### src/rtl/spi_oversample_core.sv
// Oversampled SPI slave: synchronises the pad signals onto clk, receives MSB-first words, and serves TX words from a one-word holding register.
// Optional sticky overrun/underrun status is compiled in when SPI_OVERSAMPLE_STATUS_EN is defined.
module spi_oversample_core #(
  parameter int   WIDTH       = 8,
  parameter logic CPOL        = 1'b0,
  parameter logic CPHA        = 1'b0,
  parameter int   SYNC_STAGES = 2
) (
  input  logic             clk,
  input  logic             rst_n,
  input  logic             spi_sck,
  input  logic             spi_mosi,
  input  logic             spi_cs_n,
  output logic             spi_miso,
  output logic             spi_miso_oe,
  output logic [WIDTH-1:0] user_out,
  output logic             user_out_stb,
  input  logic [WIDTH-1:0] user_in,
  input  logic             user_in_valid,
  output logic             user_in_ready,
  output logic             csn_state,
  output logic             csn_rise,
  output logic             csn_fall
`ifdef SPI_OVERSAMPLE_STATUS_EN
  ,
  output logic             stat_overrun,
  output logic             stat_underrun,
  input  logic             stat_clr
`endif
);

  localparam int CNT_W = $clog2(WIDTH);
  localparam logic [CNT_W-1:0] LAST_BIT = CNT_W'(WIDTH - 1);

  typedef enum logic {ST_IDLE, ST_ACTIVE} state_t;

  logic [SYNC_STAGES-1:0] r_sck_sync, r_mosi_sync, r_csn_sync, r_fill;
  logic                   r_sck_prev, r_csn_prev, r_armed;
  logic                   r_csn_rise, r_csn_fall;
  state_t                 r_state, w_next;
  logic                   w_start;
  logic [CNT_W-1:0]       r_bit_cnt;
  logic [WIDTH-2:0]       r_rx_shift;
  logic [WIDTH-1:0]       r_user_out;
  logic                   r_stb;
  logic [WIDTH-1:0]       r_tx_shift, r_hold;
  logic                   r_hold_full, r_first, r_word_done;

  logic w_sck, w_mosi, w_csn;
  logic w_lead, w_trail, w_sample_edge, w_shift_edge;
  logic w_csn_fall, w_csn_rise, w_active;
  logic w_rx_bit, w_last_bit, w_tx_shift, w_load, w_accept;
  logic [WIDTH-1:0] w_word, w_load_word;

  assign w_sck  = r_sck_sync[SYNC_STAGES-1];
  assign w_mosi = r_mosi_sync[SYNC_STAGES-1];
  assign w_csn  = r_csn_sync[SYNC_STAGES-1];

  // Synchronisers plus the previous-sample flops used for edge detection.
  // r_fill marks when w_csn reflects a real pad sample rather than its reset value.
  always_ff @(posedge clk or negedge rst_n) begin
    if (!rst_n) begin
      r_sck_sync  <= {SYNC_STAGES{CPOL}};
      r_mosi_sync <= '0;
      r_csn_sync  <= '1;
      r_fill      <= '0;
      r_sck_prev  <= CPOL;
      r_csn_prev  <= 1'b1;
      r_armed     <= 1'b0;
      r_csn_rise  <= 1'b0;
      r_csn_fall  <= 1'b0;
    end else begin
      // NOTE: sequential state uses non-blocking assignments so every flop sees pre-edge values.
      r_sck_sync  <= {r_sck_sync[SYNC_STAGES-2:0], spi_sck};
      r_mosi_sync <= {r_mosi_sync[SYNC_STAGES-2:0], spi_mosi};
      r_csn_sync  <= {r_csn_sync[SYNC_STAGES-2:0], spi_cs_n};
      r_fill      <= {r_fill[SYNC_STAGES-2:0], 1'b1};
      r_sck_prev  <= w_sck;
      r_csn_prev  <= w_csn;
      r_armed     <= r_armed | (r_fill[SYNC_STAGES-1] & w_csn);
      r_csn_rise  <= w_csn_rise;
      r_csn_fall  <= w_csn_fall;
    end
  end

  assign w_lead        = (r_sck_prev == CPOL) && (w_sck != CPOL);
  assign w_trail       = (r_sck_prev != CPOL) && (w_sck == CPOL);
  assign w_sample_edge = CPHA ? w_trail : w_lead;
  assign w_shift_edge  = CPHA ? w_lead : w_trail;
  assign w_csn_fall    = r_csn_prev & ~w_csn;
  assign w_csn_rise    = ~r_csn_prev & w_csn;

  always_ff @(posedge clk or negedge rst_n) begin
    if (!rst_n) r_state <= ST_IDLE;
    else        r_state <= w_next;
  end

  // A fall is only honoured once CS_n has been seen high after reset.
  always_comb begin
    // NOTE: defaults first; a path that skipped an assignment would infer a latch.
    w_next  = r_state;
    w_start = 1'b0;
    case (r_state)
      ST_IDLE: begin
        if (w_csn_fall && r_armed) begin
          w_next  = ST_ACTIVE;
          w_start = 1'b1;
        end
      end
      ST_ACTIVE: begin
        if (w_csn_rise) w_next = ST_IDLE;
      end
      default: w_next = ST_IDLE;
    endcase
  end

  assign w_active   = (r_state == ST_ACTIVE);
  assign w_rx_bit   = w_active & w_sample_edge;
  assign w_last_bit = w_rx_bit & (r_bit_cnt == LAST_BIT);
  assign w_word     = {r_rx_shift, w_mosi};

  // Receive path; the sample in the CS_n-rise cycle still counts, so a word ending there completes.
  always_ff @(posedge clk or negedge rst_n) begin
    if (!rst_n) begin
      r_bit_cnt  <= '0;
      r_rx_shift <= '0;
      r_user_out <= '0;
      r_stb      <= 1'b0;
    end else begin
      r_stb <= w_last_bit;
      if (w_rx_bit) begin
        r_rx_shift <= w_word[WIDTH-2:0];
        r_bit_cnt  <= w_last_bit ? '0 : r_bit_cnt + 1'b1;
        if (w_last_bit) r_user_out <= w_word;
      end
      if (w_active && w_csn_rise) r_bit_cnt <= '0;
    end
  end

  assign w_tx_shift  = w_active & w_shift_edge;
  assign w_load      = w_start | (w_tx_shift & r_word_done);
  assign w_accept    = user_in_valid & ~r_hold_full;
  assign w_load_word = r_hold_full ? r_hold : '1;

  // Transmit path. With CPHA=1 the first leading edge only presents the MSB already loaded at CS_n fall.
  always_ff @(posedge clk or negedge rst_n) begin
    if (!rst_n) begin
      r_tx_shift  <= '0;
      r_hold      <= '0;
      r_hold_full <= 1'b0;
      r_first     <= 1'b0;
      r_word_done <= 1'b0;
    end else begin
      if (w_accept) r_hold <= user_in;
      if (w_load) begin
        r_tx_shift  <= w_load_word;
        r_hold_full <= w_accept;
        r_first     <= w_start & CPHA;
      end else begin
        if (w_accept) r_hold_full <= 1'b1;
        if (w_tx_shift) begin
          if (r_first) r_first    <= 1'b0;
          else         r_tx_shift <= {r_tx_shift[WIDTH-2:0], 1'b0};
        end
      end
      if (w_last_bit)  r_word_done <= 1'b1;
      else if (w_load) r_word_done <= 1'b0;
    end
  end

`ifdef SPI_OVERSAMPLE_STATUS_EN
  logic r_overrun, r_underrun, r_valid_seen;
  logic w_overrun_set, w_underrun_set;

  // Overrun: a word was delivered with no user_in_valid activity since the previous delivery.
  assign w_underrun_set = w_load & ~r_hold_full;
  assign w_overrun_set  = r_stb & ~(r_valid_seen | user_in_valid);

  always_ff @(posedge clk or negedge rst_n) begin
    if (!rst_n) begin
      r_overrun    <= 1'b0;
      r_underrun   <= 1'b0;
      r_valid_seen <= 1'b0;
    end else begin
      r_valid_seen <= ~r_stb & (r_valid_seen | user_in_valid);
      r_overrun    <= w_overrun_set  | (r_overrun  & ~stat_clr);
      r_underrun   <= w_underrun_set | (r_underrun & ~stat_clr);
    end
  end

  assign stat_overrun  = r_overrun;
  assign stat_underrun = r_underrun;
`endif

  assign spi_miso      = r_tx_shift[WIDTH-1];
  assign spi_miso_oe   = ~w_csn;
  assign user_out      = r_user_out;
  assign user_out_stb  = r_stb;
  assign user_in_ready = ~r_hold_full;
  assign csn_state     = w_csn;
  assign csn_rise      = r_csn_rise;
  assign csn_fall      = r_csn_fall;

endmodule

### config.mk
export PLATFORM = sky130hd
export DESIGN_NAME = spi_oversample_core
export DESIGN_NICKNAME = d
export VERILOG_FILES = /design/src/rtl/spi_oversample_core.sv
export SDC_FILE = /design/constraint.sdc
export NUM_CORES = 1
export LEC_CHECK = 0
export ABC_AREA = 1
export BUFFER_PORTS_ARGS = -buffer_cell sky130_fd_sc_hd__buf_2
export CELL_PAD_IN_SITES_DETAIL_PLACEMENT = 1
export CELL_PAD_IN_SITES_GLOBAL_PLACEMENT = 1
export CORE_ASPECT_RATIO = 0.8
export CORE_MARGIN = 5
export CORE_UTILIZATION = 43
export CTS_CLUSTER_DIAMETER = 50
export CTS_CLUSTER_SIZE = 8
export DETAILED_ROUTE_END_ITERATION = 6
export GPL_TIMING_DRIVEN = 0
export PLACE_DENSITY_LB_ADDON = 0.1
export SLEW_MARGIN = 20
export SYNTH_ARGS = -nofsm -noshare
export SYNTH_HDL_FRONTEND = slang
export SYNTH_SLANG_ARGS = --single-unit
### constraint.sdc
create_clock -name clk -period 1.45 [get_ports clk]
set_input_delay 0.2175 -clock clk [delete_from_list [all_inputs] [get_ports clk]]
set_output_delay 0.2175 -clock clk [all_outputs]
set_load 0.02 [all_outputs]
* Word level (Yosys, flattened, before mapping)
Index checks and enable logic that the tools add are counted.
** Storage, ports and cells
- Word-level logic and storage cells :: 65
- Register bits after elaboration :: 52
- Input port bits :: 14
- Output and inout port bits :: 15
** Cells by class
- Bitwise logic cells :: 16
- $add $sub $neg :: 1
- Equal/unequal tests :: 2
- Reductions and logical operators :: 10
- Mux-type cells :: 17
** Operators by type and width (count)
- $mux 8 :: 4
- $mux 1 :: 9
- $mux 3 :: 3
- $and 1x1->1 :: 8
- $reduce_bool 2->1 :: 4
- $not 1->1 :: 6
- $logic_and 1x1->1 :: 4
- $reduce_and 2->1 :: 2
- $add 3x1->3 const B :: 1
- $eq 3x3->1 const B :: 1
- $ne 2x1->1 const B :: 1
- $or 1x1->1 :: 2
- $pmux 1 s2 :: 1

* Logic depth before layout (Yosys ltp)
Gate-level depths: netlist of the first run.
- Depth after elaboration :: 8
- Gate-level depth with buffers :: 8
- Mapped depth without buffers :: 8

* Worst setup path before layout of the first run
OpenSTA, ideal clock, no wires.
- Path type :: register -> register
- Start point :: register r_csn_sync[1]
- End point :: register r_tx_shift[0]
- Cell stages (with the launch flop) :: 7
- Data required time :: 1321 ps
- Arrival :: 1127 ps
- Setup slack :: 193 ps
- Path through :: dfstp_2 nor2_4 nand2_1 buf_4 nand2_4 o21ai_0 o21ai_0
** On the way
- Cells in the longest elaborated chain, start to end :: 8
- Elaborated cells on any way between the ends :: 10
- Those cells by class :: eq/ne: 1; mux: 3; bitwise: 3; reduce/logical: 3
** RTL lines
- from (decl) :: line 37 : logic [SYNC_STAGES-1:0] r_sck_sync, r_mosi_sync, r_csn_sync, r_fill;
- from (signal assigned) :: line 76 : r_csn_sync <= {r_csn_sync[SYNC_STAGES-2:0], spi_cs_n};
- $not 1->1 * :: line 90 : assign w_csn_fall = r_csn_prev & ~w_csn;
- $and 1x1->1 * :: line 90
- net w_csn_fall :: line 51 : logic w_csn_fall, w_csn_rise, w_active;
- $logic_and 1x1->1 * :: line 105 : if (w_csn_fall && r_armed) begin
- $mux 1 * :: line 105
- $mux 1 * :: line 103 : case (r_state)
- $or 1x1->1 * :: line 141 : assign w_load = w_start | (w_tx_shift & r_word_done);
- $ne 2x1->1 (no source line) / $reduce_bool 2->1 (equally long branches)
- $reduce_and 2->1 (no source line)
- to (signal assigned) :: line 156 : r_tx_shift <= w_load_word;
- to (signal assigned) :: line 163 : else r_tx_shift <= {r_tx_shift[WIDTH-2:0], 1'b0};
- to (decl) :: line 46 : logic [WIDTH-1:0] r_tx_shift, r_hold;
The timed path passes the listed nets; every way through them passes the cells marked *.
A chain may end at the register's enable or synchronous reset.

* Worst setup path in the final report of the first run
- Start point :: register r_bit_cnt[0]
- End point :: register r_word_done
** On the way
- Cells in the longest elaborated chain, start to end :: 3
- Elaborated cells on any way between the ends :: 4
- Those cells by class :: eq/ne: 1; mux: 1; bitwise: 1; reduce/logical: 1
** RTL lines
- from (decl) :: line 42 : logic [CNT_W-1:0] r_bit_cnt;
- from (signal assigned) :: line 133 : r_bit_cnt <= w_last_bit ? '0 : r_bit_cnt + 1'b1;
- $eq 3x3->1 * :: line 119 : assign w_last_bit = w_rx_bit & (r_bit_cnt == LAST_BIT);
- $and 1x1->1 * :: line 119
- $mux 1 / $reduce_bool 2->1 (equally long branches)
- to (signal assigned) :: line 152 : r_word_done <= 1'b0;
- to (signal assigned) :: line 166 : if (w_last_bit) r_word_done <= 1'b1;
- to (signal assigned) :: line 167 : else if (w_load) r_word_done <= 1'b0;
- to (decl) :: line 47 : logic r_hold_full, r_first, r_word_done;
Mark *: on every way between the ends. The rest lies on a longest branch, timed or not.

==> results of run 1 <==
-- layer usage --
layer | share of wire, % | up-vias
met5 | 0 | -
met3 | 4.1 | 11
met2 | 48 | 31
li1 | - | 679
met4 | 2.2 | 0
met1 | 46 | 679
-- final timing paths --
path / start / slack, ns / cells past startpoint / end
worst min register to register: r_fill[0] / 0.36 / 0 / r_fill[1]
worst max-delay path: r_bit_cnt[0] / 0.06 / 5 / r_word_done
max in group asynchronous: rst_n / 0.55 / 2 / r_hold[7]
min in group asynchronous: rst_n / 0.49 / 2 / r_bit_cnt[2]
worst min-delay path: spi_cs_n / 0.02 / 1 / r_csn_sync[0]
worst max register to register: r_bit_cnt[0] / 0.06 / 5 / r_word_done
-- what timing repair did --
item                                    4_1_cts  5_1_grt
gates resized for setup                       0        7
hold buffers                                  0        1
endpoints found under the setup margin        1       18
pin swaps                                     0        2
endpoints found under the hold margin         0       32
-- placed cells by master, fill, tap and decap left out, drive strengths merged --
cell,Yosys,layout
a21oi,1,1
buf,3,31
clkbuf,1,8
conb,1,1
dfrtp,48,48
dfstp,3,3
dlygate4sd3,0,1
ha,2,2
inv,24,24
mux2,8,8
nand2,53,53
nand3,15,15
nand4,1,1
nor2,16,16
o21ai,20,20
-- area by class of cell --
class / instances / area (µm²)
clock buffer: 8 / 100
inverter: 24 / 90.1
timing repair buffer: 29 / 153
multi-input combinational: 117 / 633
buffer: 3 / 31.3
fill: 524 / 2210
sequential: 51 / 1280
tap: 60 / 75.1
-- state kept, by name (all words and copies together), names as in the netlist, 2 cells and up --
register	count
r_bit_cnt	3
r_csn_sync	2
r_fill	2
r_hold	8
r_mosi_sync	2
r_rx_shift	7
r_sck_sync	2
r_tx_shift	8
user_out	8
-- power by group --
group / total [mW] / switching, mW / leakage (nW) / internal [mW]
Clock: 0.870 / 0.434 / 0.0515 / 0.436
Sequential: 2.04 / 0.231 / 0.637 / 1.81
Combinational: 0.957 / 0.567 / 0.559 / 0.389
-- through the flow --
step / util [%] / hold slack (ns) / area (µm²) / worst slack (ns)
floorplan: - / -0.0781 / 2020 / 0.193
global placement: 48.8 / 0.326 / 2230 / 0.115
detailed placement: 48.8 / 0.328 / 2230 / 0.0240
CTS: 50.9 / 0.0105 / 2330 / 0.0124
global route: 51.7 / 0.00432 / 2360 / 0.00237
finish: 51.7 / 0.0217 / 2360 / 0.0581
-- kinds of logic after synthesis --
logic type | count (synthesis)
AO/OA/AOI/OAI | 21
adder cells (fa/ha/maj) | 2
AND/OR/NAND/NOR | 85
buffers and inverters | 28
flip-flops | 51
multiplexers | 8
other | 1
==> impl_summary.log, run 1 <==
[metrics] outcome: finished clean
[metrics] drt first pass iters: 4
[metrics] Vias: 1,400
[metrics] largest family of logic cells by synthesized area: simple AND/OR/NAND/NOR gates
[metrics] kind of start point of the critical path: flop
[metrics] clock insertion delay at the later pin of the skew report: 0.29 ns
[metrics] worst relative slew slack: 58.0%
[metrics] post-synth cell types: 21
[metrics] wire length of the first global-routing pass: 7380 µm
[metrics] path type of the worst min-delay path: in2reg
[metrics] total inserted antenna cells: 0
[metrics] leading post-synthesis cells by instance count: sky130_fd_sc_hd__nand2_1, sky130_fd_sc_hd__dfrtp_1, sky130_fd_sc_hd__inv_1
[metrics] routability cong.: 0.763
[metrics] share of layout cells above drive strength 1: 28.4%
[metrics] synthesized-area fraction occupied by adder cells: 1.24%
[metrics] ys async rst share: 100%
[metrics] total number of H-tree levels: 2
[metrics] data arrival time of the critical path: 1.56 ns
[metrics] Fin Clk Skew: 0.00330 ns
[metrics] CP max stage cell: sky130_fd_sc_hd__dfrtp_1
[metrics] cell count after synthesis: 196
[metrics] mean cell area of the mapped netlist: 10.3 µm²
[metrics] Overall Global Routing Usage: 15.5%
[metrics] Synth Area in Simple Gates: 18.2%
[metrics] standby leakage power: 1.25 nW
[metrics] largest cells by area after synthesis: sky130_fd_sc_hd__dfrtp_1, sky130_fd_sc_hd__nand2_1, sky130_fd_sc_hd__mux2_2, sky130_fd_sc_hd__inv_1, sky130_fd_sc_hd__dfstp_2
[metrics] number of enable flip-flop cells after synthesis: 0
[metrics] Inserted Clock Buffers: 5
[metrics] antenna violation net count after detailed routing: 0
[metrics] worst slew pin tran: 0.629 ns
[metrics] DIE WIDTH: 86.5 µm
[metrics] area growth from synthesis to layout: 17.2%
[metrics] total placed cells including tap cells: 284
[metrics] post-detailed-route wirelength per cell: 14.6 µm
[metrics] compound-gate portion of the synthesized area: 6.52%
[metrics] top-count cell post-synth: sky130_fd_sc_hd__nand2_1
[metrics] Post-route DRC: 0
[metrics] mux share of post-synthesis cell area: 4.47%
[metrics] via count of the first global-routing pass: 1,540
[metrics] count of buffering cells on the critical path with inverters included: 1
[metrics] worst stage delay on the critical path: 0.42 ns
[metrics] buffers added on ports: 28
[metrics] maximum capacitance violations: 0
[metrics] DR iter-0 viols: 47
[metrics] cell type group with the largest total delay on the critical path: adder cells
[metrics] Vias per Instance: 4.79
[metrics] final-layout setup total negative slack: 0 ns
[metrics] post-synthesis sequential element count: 51
[metrics] Layout Cells excl Fill: 292
[metrics] standard-cell row count: 22
[metrics] register area share after synthesis: 63.5%
[metrics] final worst path period share: 96.0%
[metrics] setup repair after global routing missed its margin: false
[metrics] hold violation total from the final report: 0
[metrics] Mapped Nets: 212
[metrics] io pins: 29
[metrics] initial antenna violation count: 0
[metrics] total power density per cell area: 1640 mW/mm²
[metrics] mapped cell area: 0.00202 mm²
[metrics] starting density of the core: 44.1%
[metrics] root buffer cell: sky130_fd_sc_hd__clkbuf_8
[metrics] die height: 71.2 µm
[metrics] xor and xnor area share after synthesis: 0%
[metrics] Final min period: 1.39 ns
[metrics] Reg clk slew, reported paths: 0.08 ns
[metrics] Core Region: 0.00457 mm²
[metrics] TritonCTS sink count: 51
[metrics] type of destination of the critical path: flop
[metrics] met3 capacity usage during global routing: 3.79%
[metrics] net count of the finished layout: 247
[metrics] Yosys warning count: 0
[metrics] final global-route overflow total: 0
[metrics] clock tree from TritonCTS: done
[metrics] layer carrying the most global-route usage: met2
[metrics] estimated wirelength of the detail-placed design: 3070 µm
[metrics] postcts setup bufs: 0
[metrics] detailed-route wire length: 4270 µm
[metrics] pin count of the biggest net entering global routing: 52
[metrics] most used flip-flop cell after synthesis: sky130_fd_sc_hd__dfrtp_1
[metrics] worst vdd ir: 0.858 mV
[metrics] post-synth top area cell: sky130_fd_sc_hd__dfrtp_1
[metrics] Setup Viol. Count Final: 0
[metrics] clk buf depth: 2
[metrics] crit path cell chain: ha_1, ha_1, nand2_4, buf_8, o21ai_0
[metrics] upper clock frequency limit: 0.718 GHz
[metrics] met2 Usage GRT: 25.0%
[metrics] most frequent cell on the critical path: sky130_fd_sc_hd__ha_1
[metrics] top-area cell type share of the netlist area: 59.6%
[metrics] Overall Power: 3.86 mW
[metrics] highest net fanout along the worst path: 10
[metrics] startpoint-to-endpoint class of the critical path: reg2reg
[metrics] Final Slew Violations: 0
[metrics] routing usage on met1: 20.4%
[metrics] die footprint: 0.00617 mm²
[metrics] data required time at the worst endpoint: 1.62 ns
Power figures use the tool's default switching activity.
==> run 2, diff against run 1 <==
--- a/config.mk
+++ b/config.mk
@@ -5,13 +5,12 @@
 export SDC_FILE = /design/constraint.sdc
 export NUM_CORES = 1
 export LEC_CHECK = 0
-export ABC_AREA = 1
 export BUFFER_PORTS_ARGS = -buffer_cell sky130_fd_sc_hd__buf_2
 export CELL_PAD_IN_SITES_DETAIL_PLACEMENT = 1
 export CELL_PAD_IN_SITES_GLOBAL_PLACEMENT = 1
 export CORE_ASPECT_RATIO = 0.8
 export CORE_MARGIN = 5
-export CORE_UTILIZATION = 43
+export CORE_UTILIZATION = 45
 export CTS_CLUSTER_DIAMETER = 50
 export CTS_CLUSTER_SIZE = 8
 export DETAILED_ROUTE_END_ITERATION = 6
==> run 2 against run 1 <==
The run now ends with setup timing left; design area up 3.5%; first-iteration DRC count up 87%; synthesized cell count shrank 19%; cell count shrank 11%; fmax down 5.6%; largest cell class unchanged.
==> impl_summary.log, run 2 <==
[metrics] outcome: complete, but fails checks
[metrics] violated checks: setup timing
[metrics] starting density of the core: 47.1%
[metrics] post-synth cell types: 33
[metrics] hold violation total from the final report: 0
[metrics] largest cells by area after synthesis: sky130_fd_sc_hd__dfrtp_1, sky130_fd_sc_hd__mux2_2, sky130_fd_sc_hd__nand2_1, sky130_fd_sc_hd__dfstp_2, sky130_fd_sc_hd__a22o_1
[metrics] crit path cell chain: nand4bb_1, buf_6, buf_8, a211o_1, a22o_1
[metrics] mapped cell area: 0.00201 mm²
[metrics] Core Region: 0.00426 mm²
[metrics] post-detailed-route wirelength per cell: 16.0 µm
[metrics] total power density per cell area: 1470 mW/mm²
[metrics] clock tree from TritonCTS: done
[metrics] number of enable flip-flop cells after synthesis: 0
[metrics] standby leakage power: 1.21 nW
[metrics] total number of H-tree levels: 2
[metrics] buffers added on ports: 28
[metrics] via count of the first global-routing pass: 1,434
[metrics] total placed cells including tap cells: 243
[metrics] post-synthesis sequential element count: 51
[metrics] DR iter-0 viols: 88
[metrics] top-count cell post-synth: sky130_fd_sc_hd__dfrtp_1
[metrics] type of destination of the critical path: flop
[metrics] Final min period: 1.47 ns
[metrics] Inserted Clock Buffers: 5
[metrics] cell count after synthesis: 158
[metrics] pin count of the biggest net entering global routing: 52
[metrics] top-area cell type share of the netlist area: 59.9%
[metrics] detailed-route wire length: 4160 µm
[metrics] Overall Power: 3.60 mW
[metrics] CP max stage cell: sky130_fd_sc_hd__dfstp_2
[metrics] Mapped Nets: 174
[metrics] net count of the finished layout: 218
[metrics] die height: 69.7 µm
[metrics] Final Slew Violations: 0
[metrics] die footprint: 0.00590 mm²
[metrics] slack of the critical path: -0.0241 ns
[metrics] final-layout setup total negative slack: -0.0475 ns
[metrics] share of layout cells above drive strength 1: 39.9%
[metrics] startpoint-to-endpoint class of the critical path: reg2reg
[metrics] worst relative slew slack: 58.4%
[metrics] Fin Clk Skew: 0.00667 ns
[metrics] ys async rst share: 100%
[metrics] kind of start point of the critical path: flop
[metrics] Reg clk slew, reported paths: 0.09 ns
[metrics] root buffer cell: sky130_fd_sc_hd__clkbuf_8
[metrics] mean cell area of the mapped netlist: 12.7 µm²
[metrics] worst stage delay on the critical path: 0.55 ns
[metrics] leading cell type in the layout, fill and taps excluded: sky130_fd_sc_hd__dfrtp_1
[metrics] data required time at the worst endpoint: 1.65 ns
[metrics] setup repair after global routing missed its margin: true
[metrics] data arrival time of the critical path: 1.67 ns
[metrics] Vias per Instance: 5.10
[metrics] clock insertion delay at the later pin of the skew report: 0.30 ns
[metrics] Yosys warning count: 0
[metrics] total inserted antenna cells: 0
[metrics] routability cong.: 0.755
[metrics] initial antenna violation count: 0
[metrics] maximum capacitance violations: 0
[metrics] register area share after synthesis: 63.8%
[metrics] clk buf depth: 2
[metrics] Post-route DRC: 0
[metrics] post-synth top area cell: sky130_fd_sc_hd__dfrtp_1
[metrics] drt first pass iters: 4
[metrics] highest net fanout along the worst path: 9
[metrics] most used flip-flop cell after synthesis: sky130_fd_sc_hd__dfrtp_1
[metrics] area growth from synthesis to layout: 21.8%
[metrics] Overall Global Routing Usage: 15.3%
[metrics] commonest cells after routing, fill and taps aside: sky130_fd_sc_hd__dfrtp_1, sky130_fd_sc_hd__buf_2, sky130_fd_sc_hd__nand2_1
[metrics] leading post-synthesis cells by instance count: sky130_fd_sc_hd__dfrtp_1, sky130_fd_sc_hd__nand2_1, sky130_fd_sc_hd__mux2_2
[metrics] wire length of the first global-routing pass: 7070 µm
[metrics] estimated wirelength of the detail-placed design: 2670 µm
[metrics] antenna violation net count after detailed routing: 0
[metrics] Layout Cells excl Fill: 260
[metrics] final global-route overflow total: 0
[metrics] final worst path period share: 102%
[metrics] path type of the worst min-delay path: in2reg
[metrics] worst vdd ir: 0.824 mV
[metrics] upper clock frequency limit: 0.678 GHz
[metrics] worst slew pin tran: 0.624 ns
[metrics] TritonCTS sink count: 51
[metrics] standard-cell row count: 21
[metrics] Vias: 1,327
[metrics] Setup Viol. Count Final: 5
[metrics] DIE WIDTH: 84.7 µm
[metrics] io pins: 29
run 2: critical path, delay by kind of cell (launching register included):
family	cells	cell delay, ns
buffers and inverters	2	0.29
AND/OR/NAND/NOR	1	0.11
flip-flops	1	0.55
AO/OA/AOI/OAI	2	0.42
run 2: routing by layer:
metal	vias to the layer above	GRT usage (%)	part of all wire, %
met5	-	0	0
met4	0	5.62	1.1
met3	4	4.99	5.1
met2	29	23.5	48
met1	670	20.2	45
li1	624	-	-
run 2: logic make-up after synthesis:
kind of cell | count (synthesis) | share of synthesized area, %
DFF | 51 | 63.8
and+or+nand+nor | 45 | 10.6
other | 1 | 0.187
adders and majority gates | 2 | 1.25
buffers and inverters | 13 | 4.05
AOI/OAI and AO/OA | 30 | 11.2
muxes | 16 | 8.98
run 2: repair_timing:
item,4_1_cts,5_1_grt
hold endpoints to repair,0,50
hold buffers,0,3
pin swaps,1,1
gates resized for setup,4,10
buffers inserted,6,0
cloned,1,0
endpoints found under the setup margin,17,18
run 2: layout make-up:
cell class	count	area, µm²
clock inverter	1	5.00
inverter	6	26.3
sequential	51	1280
clock buffer	7	76.3
buffer	6	55.1
fill	477	1810
tap	57	71.3
timing repair buffer	38	253
multi-input combinational	94	678
run 2: worst paths after layout:
kind | start | end | slack (ns) | cells after the start
worst max-delay path | r_csn_prev | r_tx_shift[6] | -0.02 | 5
worst min register to register | r_mosi_sync[0] | r_mosi_sync[1] | 0.35 | 0
min in group asynchronous | rst_n | user_out[5] | 0.48 | 2
max in group asynchronous | rst_n | csn_fall | 0.56 | 2
worst max register to register | r_csn_prev | r_tx_shift[6] | -0.02 | 5
worst min-delay path | spi_sck | r_sck_sync[0] | 0.02 | 1
run 2: through the flow:
step / area [µm²] / worst slack [ns] / hold slack (ns) / utilization [%]
2_1_floorplan: 2010 / 0.0317 / -0.0781 / -
3_3_place_gp: 2220 / -0.0552 / 0.323 / 52.1
3_5_place_dp: 2220 / -0.104 / 0.328 / 52.1
4_1_cts: 2390 / -0.0127 / 0.00632 / 56.2
5_1_grt: 2440 / -0.0827 / 0.00548 / 57.4
6_report: 2440 / -0.0241 / 0.0205 / 57.4
run 2: power breakdown:
group	internal, mW	leakage, nW	total (mW)	switching [mW]
sequential	1.77	0.632	2.01	0.234
clock	0.340	0.0422	0.787	0.448
combinational	0.420	0.531	0.808	0.388
total	2.53	1.21	3.60	1.07
==> run 3, diff against run 2 <==
--- a/config.mk
+++ b/config.mk
@@ -8,11 +8,11 @@
 export BUFFER_PORTS_ARGS = -buffer_cell sky130_fd_sc_hd__buf_2
 export CELL_PAD_IN_SITES_DETAIL_PLACEMENT = 1
 export CELL_PAD_IN_SITES_GLOBAL_PLACEMENT = 1
-export CORE_ASPECT_RATIO = 0.8
+export CORE_ASPECT_RATIO = 0.75
 export CORE_MARGIN = 5
 export CORE_UTILIZATION = 45
 export CTS_CLUSTER_DIAMETER = 50
-export CTS_CLUSTER_SIZE = 8
+export CTS_CLUSTER_SIZE = 30
 export DETAILED_ROUTE_END_ITERATION = 6
 export GPL_TIMING_DRIVEN = 0
 export PLACE_DENSITY_LB_ADDON = 0.1
==> run 3 against run 2 <==
The flow still finishes with violations (setup timing); global-route usage decreased by 0.73 points; largest cell class unchanged; die area about the same; clock power increased by 30%; clock-buffer cell count decreased by 1; hold slack improved by 0.0013 ns; design area decreased by 0.87%; critical path depth unchanged; sequential power about the same; sequential cell count unchanged.
==> impl_summary.log, run 3 (same netlist as run 2, synthesis figures left out) <==
[metrics] Vias: 1,317
[metrics] Final Slew Violations: 0
[metrics] worst relative slew slack: 58.0%
[metrics] clk buf depth: 2
[metrics] path type of the worst min-delay path: in2reg
[metrics] clock insertion delay at the later pin of the skew report: 0.30 ns
[metrics] minimum setup slack among reg-to-reg paths: -0.02 ns
[metrics] Reg-to-Reg End: r_tx_shift[6]
[metrics] buffers added on ports: 28
[metrics] standard-cell row count: 21
[metrics] die footprint: 0.00591 mm²
[metrics] Inserted Clock Buffers: 5
[metrics] worst hold slack across all endpoints: 0.0218 ns
[metrics] endpoint of the worst hold-timing path: r_sck_sync[0]
[metrics] sequential cell area: 0.00128 mm²
[metrics] number of cell instances on the worst register-to-register path: 5
[metrics] TritonCTS sink count: 51
[metrics] post-detailed-route wirelength per cell: 14.6 µm
[metrics] via count of the first global-routing pass: 1,409
[metrics] switching power: 1.05 mW
[metrics] pin count of the biggest net entering global routing: 52
[metrics] final global-route overflow total: 0
[metrics] data required time at the worst endpoint: 1.64 ns
[metrics] DIE WIDTH: 87.1 µm
[metrics] detailed-route wire length: 3780 µm
[metrics] outcome: complete, but fails checks
[metrics] data arrival time of the critical path: 1.67 ns
[metrics] total inserted antenna cells: 0
[metrics] estimated wirelength of the detail-placed design: 2630 µm
[metrics] wire length of the first global-routing pass: 6720 µm
[metrics] worst vdd ir: 0.870 mV
[metrics] clock tree from TritonCTS: done
[metrics] Post-route DRC: 0
[metrics] hold-critical path depth: 1
[metrics] minimum setup slack after placement: -0.0935 ns
[metrics] combinational share of power: 20.0%
[metrics] Fin Clk Skew: 0.00481 ns
[metrics] worst slew pin tran: 0.630 ns
[metrics] proportion of power drawn by flip-flops and latches: 52.8%
[metrics] maximum capacitance violations: 0
[metrics] Layout Cells excl Fill: 258
[metrics] root buffer cell: sky130_fd_sc_hd__clkbuf_8
[metrics] share of total power in the clock network: 27.1%
[metrics] violated checks: setup timing
[metrics] drt first pass iters: 4
[metrics] highest net fanout along the worst path: 10
[metrics] total number of H-tree levels: 2
[metrics] count of fill cells added during filler insertion: 470
[metrics] total power density per cell area: 1550 mW/mm²
[metrics] share of layout cells above drive strength 1: 38.3%
[metrics] Vias per Instance: 5.10
[metrics] io pins: 29
[metrics] Reg clk slew, reported paths: 0.09 ns
[metrics] source of the worst hold timing path: spi_sck
[metrics] Overall Global Routing Usage: 14.6%
[metrics] total placed instance area: 0.00222 mm²
[metrics] net count of the finished layout: 216
[metrics] final worst path period share: 102%
[metrics] Sw Ratio: 27.8%
[metrics] hold violation total from the final report: 0
[metrics] Setup Viol. Count Final: 4
[metrics] DR iter-0 viols: 39
[metrics] launching element of the worst setup path: r_csn_prev
[metrics] upper clock frequency limit: 0.678 GHz
[metrics] area growth from synthesis to layout: 20.8%
[metrics] commonest cells after routing, fill and taps aside: sky130_fd_sc_hd__dfrtp_1, sky130_fd_sc_hd__buf_2, sky130_fd_sc_hd__nand2_1
[metrics] routability cong.: 0.738
[metrics] type of destination of the critical path: flop
[metrics] die height: 67.8 µm
[metrics] kind of start point of the critical path: flop
[metrics] initial antenna violation count: 0
[metrics] final instance area: 0.00242 mm²
[metrics] slack of the critical path: -0.0248 ns
[metrics] area used by multi-input combinational logic: 667 µm²
[metrics] total placed cells including tap cells: 243
[metrics] antenna violation net count after detailed routing: 0
[metrics] Crit Reg-Reg Startpoint: r_csn_prev
[metrics] startpoint-to-endpoint class of the critical path: reg2reg
[metrics] leading cell type in the layout, fill and taps excluded: sky130_fd_sc_hd__dfrtp_1
[metrics] setup repair after global routing missed its margin: true
[metrics] Final min period: 1.47 ns
[metrics] Core Region: 0.00439 mm²
[metrics] internal power consumption: 2.72 mW
[metrics] standby leakage power: 1.20 nW
[metrics] starting density of the core: 45.7%
[run 3: how the worst max path moves through the flow]
stage / end / cells after the start
finish: r_tx_shift[6] / 5
global route: r_tx_shift[6] / 5
CTS: r_tx_shift[6] / 5
detailed placement: user_out[6] / 5
global placement: user_out[6] / 5
floorplan: r_tx_shift[6] / 5
[run 3: what timing repair did]
action,4_1_cts,5_1_grt
pin swaps,2,2
hold buffers,1,1
setup buffers,3,3
endpoints found under the setup margin,10,16
hold endpoints to repair,1,48
resized for setup,2,3
[run 3: worst max-delay path, cell delays in order (launching register included)]
cell and delay [ns]:
sky130_fd_sc_hd__dfstp_2 0.54, sky130_fd_sc_hd__nand4bb_1 0.11, sky130_fd_sc_hd__buf_6 0.16, sky130_fd_sc_hd__buf_8 0.13, sky130_fd_sc_hd__a211o_1 0.25, sky130_fd_sc_hd__a22o_1 0.18
[run 3: final cells by class]
class | count | area share, %
multi-input cells | 94 | 27.5
inverters | 6 | 1.08
well taps | 57 | 2.94
repair buffers | 36 | 8.57
flip-flops and latches | 51 | 52.8
plain buffers | 6 | 2.22
clock buffers | 6 | 3.41
clock inverters | 2 | 1.45
[run 3: per-layer routing]
layer | global-route usage [%] | share of wire (%) | up-vias
met4 | 3.45 | 0.61 | 0
li1 | - | - | 623
met2 | 24.1 | 48 | 21
met3 | 3.25 | 3.7 | 2
met1 | 19.9 | 47 | 671
met5 | 0 | 0 | -
[run 3: power by group through the flow]
stage | Sequential [mW] | Combinational [mW] | Clock, mW
floorplan | 1.97 | 0.526 | 0
global placement | 1.99 | 0.676 | 0
detailed placement | 2.02 | 0.725 | 0
CTS | 1.99 | 0.741 | 1.05
global route | 2.04 | 0.869 | 1.10
finish | 1.99 | 0.754 | 1.02
[run 3: through the flow]
step / power, mW / TNS, ns / utilization, %
floorplan: 2.50 / 0 / -
global placement: 2.67 / -0.0996 / 50.6
detailed placement: 2.74 / -0.357 / 50.6
CTS: 3.77 / -0.0691 / 53.9
global route: 4.01 / -0.553 / 55.2
finish: 3.76 / -0.0319 / 55.2
